`config.mk`:
```
export PLATFORM = sky130hd
export DESIGN_NAME = gmm_score_sequencer
export DESIGN_NICKNAME = d
export VERILOG_FILES = /design/src/rtl/gmm_score_sequencer.sv
export SDC_FILE = /design/constraint.sdc
export NUM_CORES = 1
export LEC_CHECK = 0
export ABC_AREA = 1
export BUFFER_PORTS_ARGS = -buffer_cell sky130_fd_sc_hd__buf_2
export CAP_MARGIN = 5
export CORE_MARGIN = 4
export CORE_UTILIZATION = 47
export CTS_CLUSTER_DIAMETER = 100
export DETAILED_ROUTE_END_ITERATION = 7
export PLACE_DENSITY = 0.74
export SLEW_MARGIN = 20
export SYNTH_ARGS = -nofsm -noshare
export SYNTH_HDL_FRONTEND = slang
export SYNTH_SLANG_ARGS = --single-unit
```
`constraint.sdc`:
```
create_clock -name aclk -period 1.5 [get_ports aclk]
set_input_delay 0.225 -clock aclk [delete_from_list [all_inputs] [get_ports aclk]]
set_output_delay 0.225 -clock aclk [all_outputs]
set_load 0.03 [all_outputs]
```
`src/rtl/gmm_score_sequencer.sv`:
```
// gmm_score_sequencer: walks every (Gaussian, dimension) pair and feeds operands plus latency-matched tags to the score pipeline.
// Define SCORE_SEQ_STALL_CNT_EN to add the stall_cycles hold counter port.
module gmm_score_sequencer #(
  parameter int NUM_DIM   = 39,
  parameter int NUM_GAUSS = 8,
  parameter int SCORE_LAT = 20,
  parameter int DIM_AW    = 6,
  parameter int PAR_AW    = 9,
  parameter int GAUSS_W   = 3
) (
  input  logic               aclk,
  input  logic               aresetn,
  input  logic               start,
  input  logic               hold,
  output logic               busy,
  output logic               done,
  output logic [DIM_AW-1:0]  feat_addr,
  input  logic [31:0]        feat_data,
  output logic [PAR_AW-1:0]  param_addr,
  input  logic [31:0]        mean_data,
  input  logic [31:0]        prec_data,
  output logic [31:0]        feature,
  output logic [31:0]        mean,
  output logic [31:0]        prec,
  output logic               logd_valid,
  output logic               logd_last,
  output logic [GAUSS_W-1:0] logd_gauss
`ifdef SCORE_SEQ_STALL_CNT_EN
  ,
  output logic [31:0]        stall_cycles
`endif
);
  localparam int S = SCORE_LAT + 2;
  localparam logic [1:0] IDLE = 2'd0, ISSUE = 2'd1, DRAIN = 2'd2;
  logic [1:0] state;
  logic [GAUSS_W-1:0] g;
  logic [S-1:0] tv, tl;
  logic [GAUSS_W-1:0] tg [S];
  logic issue, d_end, g_end, fin;
  assign issue = state == ISSUE && !hold;
  assign d_end = feat_addr == DIM_AW'(NUM_DIM - 1);
  assign g_end = g == GAUSS_W'(NUM_GAUSS - 1);
  // Only the final result is left in the tag line once draining finishes.
  assign fin = state == DRAIN && tv == (S'(1) << (S - 1));
  assign logd_valid = tv[S-1];
  assign logd_last = tl[S-1];
  assign logd_gauss = tg[S-1];
  always_ff @(posedge aclk or negedge aresetn) begin
    if (!aresetn) begin
      state <= IDLE;
      busy <= 1'b0;
      done <= 1'b0;
      feat_addr <= '0;
      param_addr <= '0;
      g <= '0;
      tv <= '0;
      tl <= '0;
      for (int k = 0; k < S; k++) tg[k] <= '0;
      feature <= '0;
      mean <= '0;
      prec <= '0;
    end else begin
      done <= fin;
      if (state == IDLE && start) begin
        state <= ISSUE;
        busy <= 1'b1;
        feat_addr <= '0;
        param_addr <= '0;
        g <= '0;
      end else if (issue) begin
        feat_addr <= d_end ? '0 : feat_addr + DIM_AW'(1);
        param_addr <= param_addr + PAR_AW'(1);
        g <= d_end ? g + GAUSS_W'(1) : g;
        state <= d_end && g_end ? DRAIN : ISSUE;
      end else if (fin) begin
        state <= IDLE;
        busy <= 1'b0;
      end
      tv <= {tv[S-2:0], issue};
      tl <= {tl[S-2:0], issue && d_end};
      tg[0] <= issue ? g : '0;
      for (int k = 1; k < S; k++) tg[k] <= tg[k-1];
      // tv[0] marks the cycle the memories return data for an issued pair.
      feature <= tv[0] ? feat_data : '0;
      mean <= tv[0] ? mean_data : '0;
      prec <= tv[0] ? prec_data : '0;
    end
  end
`ifdef SCORE_SEQ_STALL_CNT_EN
  always_ff @(posedge aclk or negedge aresetn) begin
    if (!aresetn) stall_cycles <= '0;
    else if (state == IDLE && start) stall_cycles <= '0;
    else if (state == ISSUE && hold && stall_cycles != '1) stall_cycles <= stall_cycles + 32'd1;
  end
`endif
endmodule
```
## After elaboration in Yosys (flattened, before gate mapping)

Cells that the tools add are included.

- Multipliers: 0
- Mux-type cells: 19
- Equal/unequal tests: 6
- Shift operators: 0
- Reduce and logical (&&, ||, !) cells: 13
- Add/sub/neg operators: 3
- Bitwise logic cells: 0
- Div/mod/pow operators: 0
- $lt $le $gt $ge: 0

Operators by type and width:

| operator | number |
|---|---|
| $mux 32 | 3 |
| $eq 22x22->1 const B | 1 |
| $mux 6 | 3 |
| $mux 9 | 2 |
| $mux 3 | 4 |
| $add 9x1->9 const B | 1 |
| $mux 2 | 4 |
| $add 6x1->6 const B | 1 |
| $eq 6x6->1 const B | 1 |
| $reduce_bool 2->1 | 3 |
| $logic_and 1x1->1 | 5 |
| $reduce_and 2->1 | 2 |
| $add 3x1->3 const B | 1 |
| $eq 3x3->1 const B | 1 |
| $mux 1 | 3 |
| $reduce_bool 3->1 | 1 |
| $eq 2x1->1 const B | 1 |
| $eq 2x2->1 const B | 1 |
| $logic_not 2->1 | 1 |
| $ne 2x1->1 const B | 1 |
| $logic_not 1->1 | 1 |

- Latch bits: 0
- RAM bits: 0
- Bits of input ports: 100
- Memories: 0
- Word-level logic and storage cells: 74
- Memory bits (read-only): 0
- Output and inout port bits: 118
- Register bits: 228

## Longest topological paths before layout

Gate-level depths: netlist (run 1).

- Depth in word-level cells: 5
- Depth in mapped cells: 9
- Mapped depth without buffers: 9

## Worst setup path before layout (run 1)

OpenSTA, ideal clock, no wires.

- Path kind: register -> register
- Start: register feat_addr[0]
- End: register feat_addr[5]
- Required time: 1.382 ns
- Arrival: 1.340 ns
- Setup slack: 0.042 ns
- Setup time: 0.118 ns
- Stages on the path, launching flop included: 10
- Path buffers: 0
- Clock period less this slack: 1.458 ns
- Cells stage by stage: dfrtp_1 -> inv_1 -> ha_1 -> nand3_1 -> nor2_4 -> nand2_4 -> nand2_4 -> inv_2 -> nand2_1 -> nor2_2

- Word-level cells in the longest chain between the ends: 4
- Elaborated cells between the ends (all ways): 5
- Classes of those cells: add/sub (1); eq/ne (1); mux (3)

Ends and longest elaborated chain:

| item | RTL line | RTL |
|---|---|---|
| start, declared | 17 | `output logic [DIM_AW-1:0] feat_addr,` |
| start signal, assigned | 71 | `feat_addr <= d_end ? '0 : feat_addr + DIM_AW'(1);` |
| $add 6x1->6 / $eq 6x6->1 (equally long branches) | 71, 41 |  |
| $mux 6 * | 71 |  |
| $mux 6 * | 70 | `end else if (issue) begin` |
| $mux 6 * | 64 | `if (state == IDLE && start) begin` |

Every way passes the cells marked *; elsewhere a longest branch is shown, timed or not. The select of a mux whose other input is x is not followed.
A chain may end at the register's enable or synchronous reset.

## Worst setup path after layout (run 1)

- Start: register feat_addr[3]
- End: output port feat_addr[3]

No word-level cell between the ends.

==> flow_summary.toml, run 1 <==
[run_status]
status = "finished, final reports clean"

[grt]
first_global_vias = 5585
grt_max_degree = 53
overflow = 0
grt_usage = 0.1949
antenna_found_initial = 0
grt_pass1_wl_um = 27970

[clock_network]
cts.sinks = 228
cts_tree = "yes"
cts_made_buffers = 23
postCtsSetupBuffers = 0
clk_pin_slew_ps = 60
h-tree-depth = 1
root_buffer = "clkbuf_16"
clock_path_buffers = 3
clk-insertion-delay-late_ps = 490

[timing]
rsz0062_at_grt = "false"
fin_skew_ps = 8.062
min_period_over_period = 0.9563
hold-worst-slack_ps = 63.70
finalSetupViolations = 0
slew_headroom = 0.7656
worst_slew_pin_slew_ps = 351.7
report.final.slew_viol_count = 0
fmax_mhz = 697.1
period_minus_slack_ps = 1434
final_hold_viol_count = 0
setup_tns_ps = 0

[floorplan]
num_rows = 45
initial_core_util = 0.4793
dieArea_mm2 = 0.01756
core_area_mm2 = 0.01520
num_io_pins = 218
die_h_um = 132.5
die_w_um = 132.5

[synthesis]
synth.cell_area_mm2 = 0.007286
synth_top_area_cell = "dfrtp_1"
synth_area_leaders = "dfrtp_1 (78%), nand2_1 (6.6%), inv_1 (6.3%), nor2_1 (1.3%), o21ai_0 (1.0%)"
ys_seq_elements = 228
synth_edf_count = 0
netlist_instances = 583
synth_warnings = 0
yosysMostFrequentCell = "dfrtp_1"
syn_avg_cell_area_um2 = 12.50
synth-main-ff-cell = "dfrtp_1"
synth-seq-area-share = 0.7831
synthTopCellsByCount = "dfrtp_1 (228), nand2_1 (128), inv_1 (122)"
netlist.area_leader.share = 0.7831
async_reset_ff_frac = 1.000
syn_nets = 688
synth_cell_type_count = 29

[route]
drtPass1Iterations = 4
dr.max_layer_used = "met4"
routed_wl_um = 16720
wl_met1_um = 6423
via_per_inst = 4.526
drt_iter0_drc = 287
route.met3.wl_um = 1310
wl_met2_um = 8301
drcViolationCount = 0
vias = 5078
antenna_left = 0
wl_per_cell_um = 14.90

[setup_path]
critical_path_class = "reg2out"
cp.buffers_inverters = 1
critPathSlowestCell = "dfrtp_1"
critPathCaptureType = "output pin"
crit_path_max_incr_delay_ps = 470
start_kind = "flip-flop"
cp_cell_sequence = "buf_2"
cp_max_fo = 6
critPathTopFamily = "flip-flops"
crit_arrival_ps = 1210
worstPathRequired_ps = 1270

[cells_and_area]
fin_cells = 1122
drive_gt1_frac = 0.3084
antenna_cells = 0
fin_nets = 1023
area_growth_pct = 44.08

[pwr]
power_mw = 15.10
internal_power_mw = 11.20
p_comb_frac = 0.146
pwr-share-clk = 0.405
seqPwrFrac = 0.449
switching_share = 0.2586
p_sw_mw = 3.906
power_density_mw_per_mm2 = 1439
leakagePower_nw = 6.313
vdd_drop_max_mv = 1.589

[hold_path]
hold_path.class = "in2reg"

[place]
globalplace.congestion = 0.8175
dp_cells = 984
dp_hpwl_um = 9971
port_buffers = 217

[run]
cap_viol_max_count = 0
## layer usage
| layer | global-route usage | vias to the layer above |
|---|---|---|
| li1 | - | 2366 |
| met1 | 0.2332 | 2433 |
| met2 | 0.3369 | 220 |
| met3 | 0.05627 | 59 |
| met4 | 0.07217 | 0 |
| met5 | 0 | - |
## path summary, 6_finish.rpt
path | from | to | slack, ps | cells past startpoint
max | feat_addr[3]$_DFFE_PN0P_ | feat_addr[3] | 70 | 1
min | hold | state[0]$_DFFE_PN0P_ | 60 | 3
max reg2reg | feat_addr[0]$_DFFE_PN0P_ | feat_addr[5]$_DFFE_PN0P_ | 120 | 9
min reg2reg | tg[35]$_DFF_PN0_ | tg[32]$_DFF_PN0_ | 340 | 0
max in group asynchronous | aresetn | tg[59]$_DFF_PN0_ | 630 | 3
min in group asynchronous | aresetn | feature[6]$_DFF_PN0_ | 290 | 2
## state kept, by name (all words and copies together), names as in the netlist
signal,flops
tg,63
feature,32
mean,32
prec,32
tl,22
tv,22
param_addr,9
feat_addr,6
g,3
logd_gauss,3
state,2
busy,1
done,1
## metrics by stage
stage,worst slack (ps),cell area [µm²],util
2_1_floorplan,42.33,7286,-
3_3_place_gp,156.3,8687,0.5714
3_5_place_dp,72.37,8687,0.5714
4_1_cts,30.90,10490,0.6901
5_1_grt,11.38,10500,0.6905
6_report,65.55,10500,0.6905
## power by group through the flow
stage / Clock (mW) / Combinational, mW / Sequential [mW]
5_1_grt: 6.52 / 2.40 / 6.84
3_5_place_dp: 0 / 1.98 / 6.88
2_1_floorplan: 0 / 0.563 / 7.48
3_3_place_gp: 0 / 1.95 / 6.86
6_report: 6.11 / 2.20 / 6.79
4_1_cts: 6.26 / 2.19 / 6.77
## area by class of cell
type,count,area [µm²]
clock buffer,32,659.4
clock inverter,9,173.9
fill,1031,4705
inverter,127,485.5
multi-input combinational,214,1028
sequential,228,5710
tap,188,235.2
timing repair buffer,324,2205
## logic make-up after synthesis
| group | after synthesis | share of synthesized area |
|---|---|---|
| buffers and inverters | 141 | 0.07642 |
| adder cells (fa/ha/maj) | 5 | 0.008587 |
| XOR/XNOR | 1 | 0.001202 |
| AND/OR/NAND/NOR | 183 | 0.1118 |
| flip-flops | 228 | 0.7831 |
| AO/OA/AOI/OAI | 25 | 0.01889 |
## what timing repair did
| item | in CTS | in global routing |
|---|---|---|
| hold buffers | 97 | 0 |
| resized for setup | 0 | 3 |
| endpoints found under the hold margin | 259 | 0 |
| setup endpoints to repair | 0 | 7 |
## placed cells by master, fill, tap and decap left out
| cell | instances |
|---|---|
| inv_4 | 1 |
| o21ai_0 | 15 |
| a21oi_1 | 5 |
| a31oi_1 | 1 |
| clkbuf_8 | 5 |
| inv_2 | 3 |
| clkbuf_16 | 23 |
| clkbuf_1 | 4 |
| a21oi_2 | 1 |
| nand4_4 | 1 |
| buf_4 | 5 |
| clkinv_2 | 4 |
| xor2_1 | 1 |
| inv_1 | 121 |
| inv_6 | 2 |
| nand2_4 | 3 |
| nand4_1 | 2 |
| buf_12 | 5 |
| buf_8 | 1 |
| nor3_2 | 2 |
| nand3_4 | 1 |
| ha_1 | 5 |
| dlygate4sd3_1 | 97 |
| nand2_1 | 128 |
| o21bai_1 | 1 |
| nor2_1 | 26 |
| nand3_2 | 1 |
| o22ai_1 | 1 |
| dfrtp_1 | 226 |
| nor2_2 | 3 |
| dfrtp_4 | 1 |
| bufinv_16 | 5 |
| dfrtp_2 | 1 |
| nor2_4 | 2 |
| buf_2 | 216 |
| o21ai_2 | 1 |
| nand2_8 | 1 |
| nand3_1 | 13 |
(Power assumes the default switching activity.)
==> run 2, diff against run 1 <==
--- a/config.mk
+++ b/config.mk
@@ -12,6 +12,7 @@
 export CORE_UTILIZATION = 47
 export CTS_CLUSTER_DIAMETER = 100
 export DETAILED_ROUTE_END_ITERATION = 7
+export MAX_ROUTING_LAYER = met4
 export PLACE_DENSITY = 0.74
 export SLEW_MARGIN = 20
 export SYNTH_ARGS = -nofsm -noshare
==> flow_summary.toml, run 2 (synthesis results as in run 1) <==
[route]
drt_iter0_drc = 283
routed_wl_um = 16710
antenna_left = 0
vias = 5067
via_per_inst = 4.516
wl_per_cell_um = 14.89
drtPass1Iterations = 4
drcViolationCount = 0

[clock_network]
clock_path_buffers = 3
postCtsSetupBuffers = 0
cts.sinks = 228
root_buffer = "clkbuf_16"
cts_made_buffers = 23
clk-insertion-delay-late_ps = 490
clk_pin_slew_ps = 60
h-tree-depth = 1
cts_tree = "yes"

[grt]
met2_usage = 0.3392
grt-busiest-layer = "met2"
overflow = 0
first_global_vias = 5572
use_met3 = 0.04867
grt_usage = 0.2013
grt_pass1_wl_um = 28000
antenna_found_initial = 0
grt_max_degree = 53
use_met1 = 0.2392

[timing]
finalSetupViolations = 0
worst_slew_pin_slew_ps = 353.0
final_hold_viol_count = 0
slew_headroom = 0.7647
report.final.slew_viol_count = 0
rsz0062_at_grt = "false"
fmax_mhz = 697.1
setup_tns_ps = 0
fin_ws_ps = 65.44
hold-worst-slack_ps = 57.71
period_minus_slack_ps = 1435
min_period_over_period = 0.9564
fin_skew_ps = 8.450

[place]
dp_cells = 984
dp_hpwl_um = 9971
place_ws_ps = 72.37
port_buffers = 217
globalplace.congestion = 0.8297

[pwr]
vdd_drop_max_mv = 1.583
leakagePower_nw = 6.313
power_mw = 15.09
power_density_mw_per_mm2 = 1438

[setup_path]
crit_path_max_incr_delay_ps = 470
worstPathRequired_ps = 1270
critPathTopFamily = "flip-flops"
cp_max_fo = 6
start_kind = "flip-flop"
cp_cell_sequence = "buf_2"
cp.buffers_inverters = 1
critical_path_class = "reg2out"
crit_arrival_ps = 1210
critPathSlowestCell = "dfrtp_1"
critPathCaptureType = "output pin"

[cells_and_area]
fin_cells = 1122
drive_gt1_frac = 0.3084
mostFrequentLayoutCell = "dfrtp_1"
antenna_cells = 0
layout_common_cells = "dfrtp_1 (226), buf_2 (216), nand2_1 (128), inv_1 (121), dlygate4sd3_1 (97)"
largest_register = "tg"
area_growth_pct = 44.08
largest_reg_flops = 63
fin_nets = 1023

[floorplan]
core_area_mm2 = 0.01520
dieArea_mm2 = 0.01756
num_io_pins = 218
die_h_um = 132.5
num_rows = 45
die_w_um = 132.5
initial_core_util = 0.4793

[run]
cap_viol_max_count = 0

[run_status]
status = "finished, final reports clean"

[hold_path]
hold_path.class = "in2reg"
-- run 2: what timing repair did --
| action | in CTS | in global routing |
|---|---|---|
| hold endpoints to repair | 259 | 0 |
| gates resized for setup | 0 | 3 |
| hold buffers | 97 | 0 |
| setup endpoints to repair | 0 | 7 |
-- run 2: final timing paths --
kind | startpoint | end | slack, ps | cells past startpoint
hold / removal | hold | state[0]$_DFFE_PN0P_ | 60 | 3
min in group asynchronous | aresetn | prec[23]$_DFF_PN0_ | 290 | 2
hold reg to reg | tg[35]$_DFF_PN0_ | tg[32]$_DFF_PN0_ | 340 | 0
setup / recovery | feat_addr[3]$_DFFE_PN0P_ | feat_addr[3] | 70 | 1
max in group asynchronous | aresetn | tg[59]$_DFF_PN0_ | 630 | 3
setup reg to reg | feat_addr[0]$_DFFE_PN0P_ | feat_addr[5]$_DFFE_PN0P_ | 120 | 9
-- run 2: power by group --
part	internal (mW)	total [mW]	switching [mW]	leakage (nW)
registers	6.55	6.79	0.242	3.08
logic	0.727	2.20	1.47	2.82
clock network	3.92	6.10	2.18	0.411
-- run 2: area by class of cell --
cell class | count | area, µm²
clock buffer | 32 | 659.4
clock inverter | 9 | 173.9
fill | 1031 | 4705
inverter | 127 | 485.5
multi-input combinational | 214 | 1028
sequential | 228 | 5710
tap | 188 | 235.2
timing repair buffer | 324 | 2205
-- run 2: routing by layer --
layer  part of all wire  up-vias
li1                   -     2367
met1               0.39     2443
met2               0.50      201
met3              0.068       56
met4              0.038        0
met5                  0        -
-- run 2: tightest hold or removal path, cell delays in order --
cell and delay [ps]:
buf_2 100, o21ai_0 90, nand3_1 100
-- run 2: per-stage QoR --
stage	util	instance area (µm²)
3_5_place_dp	0.5714	8687
4_1_cts	0.6901	10490
3_3_place_gp	0.5714	8687
5_1_grt	0.6905	10500
6_report	0.6905	10500
2_1_floorplan	-	7286
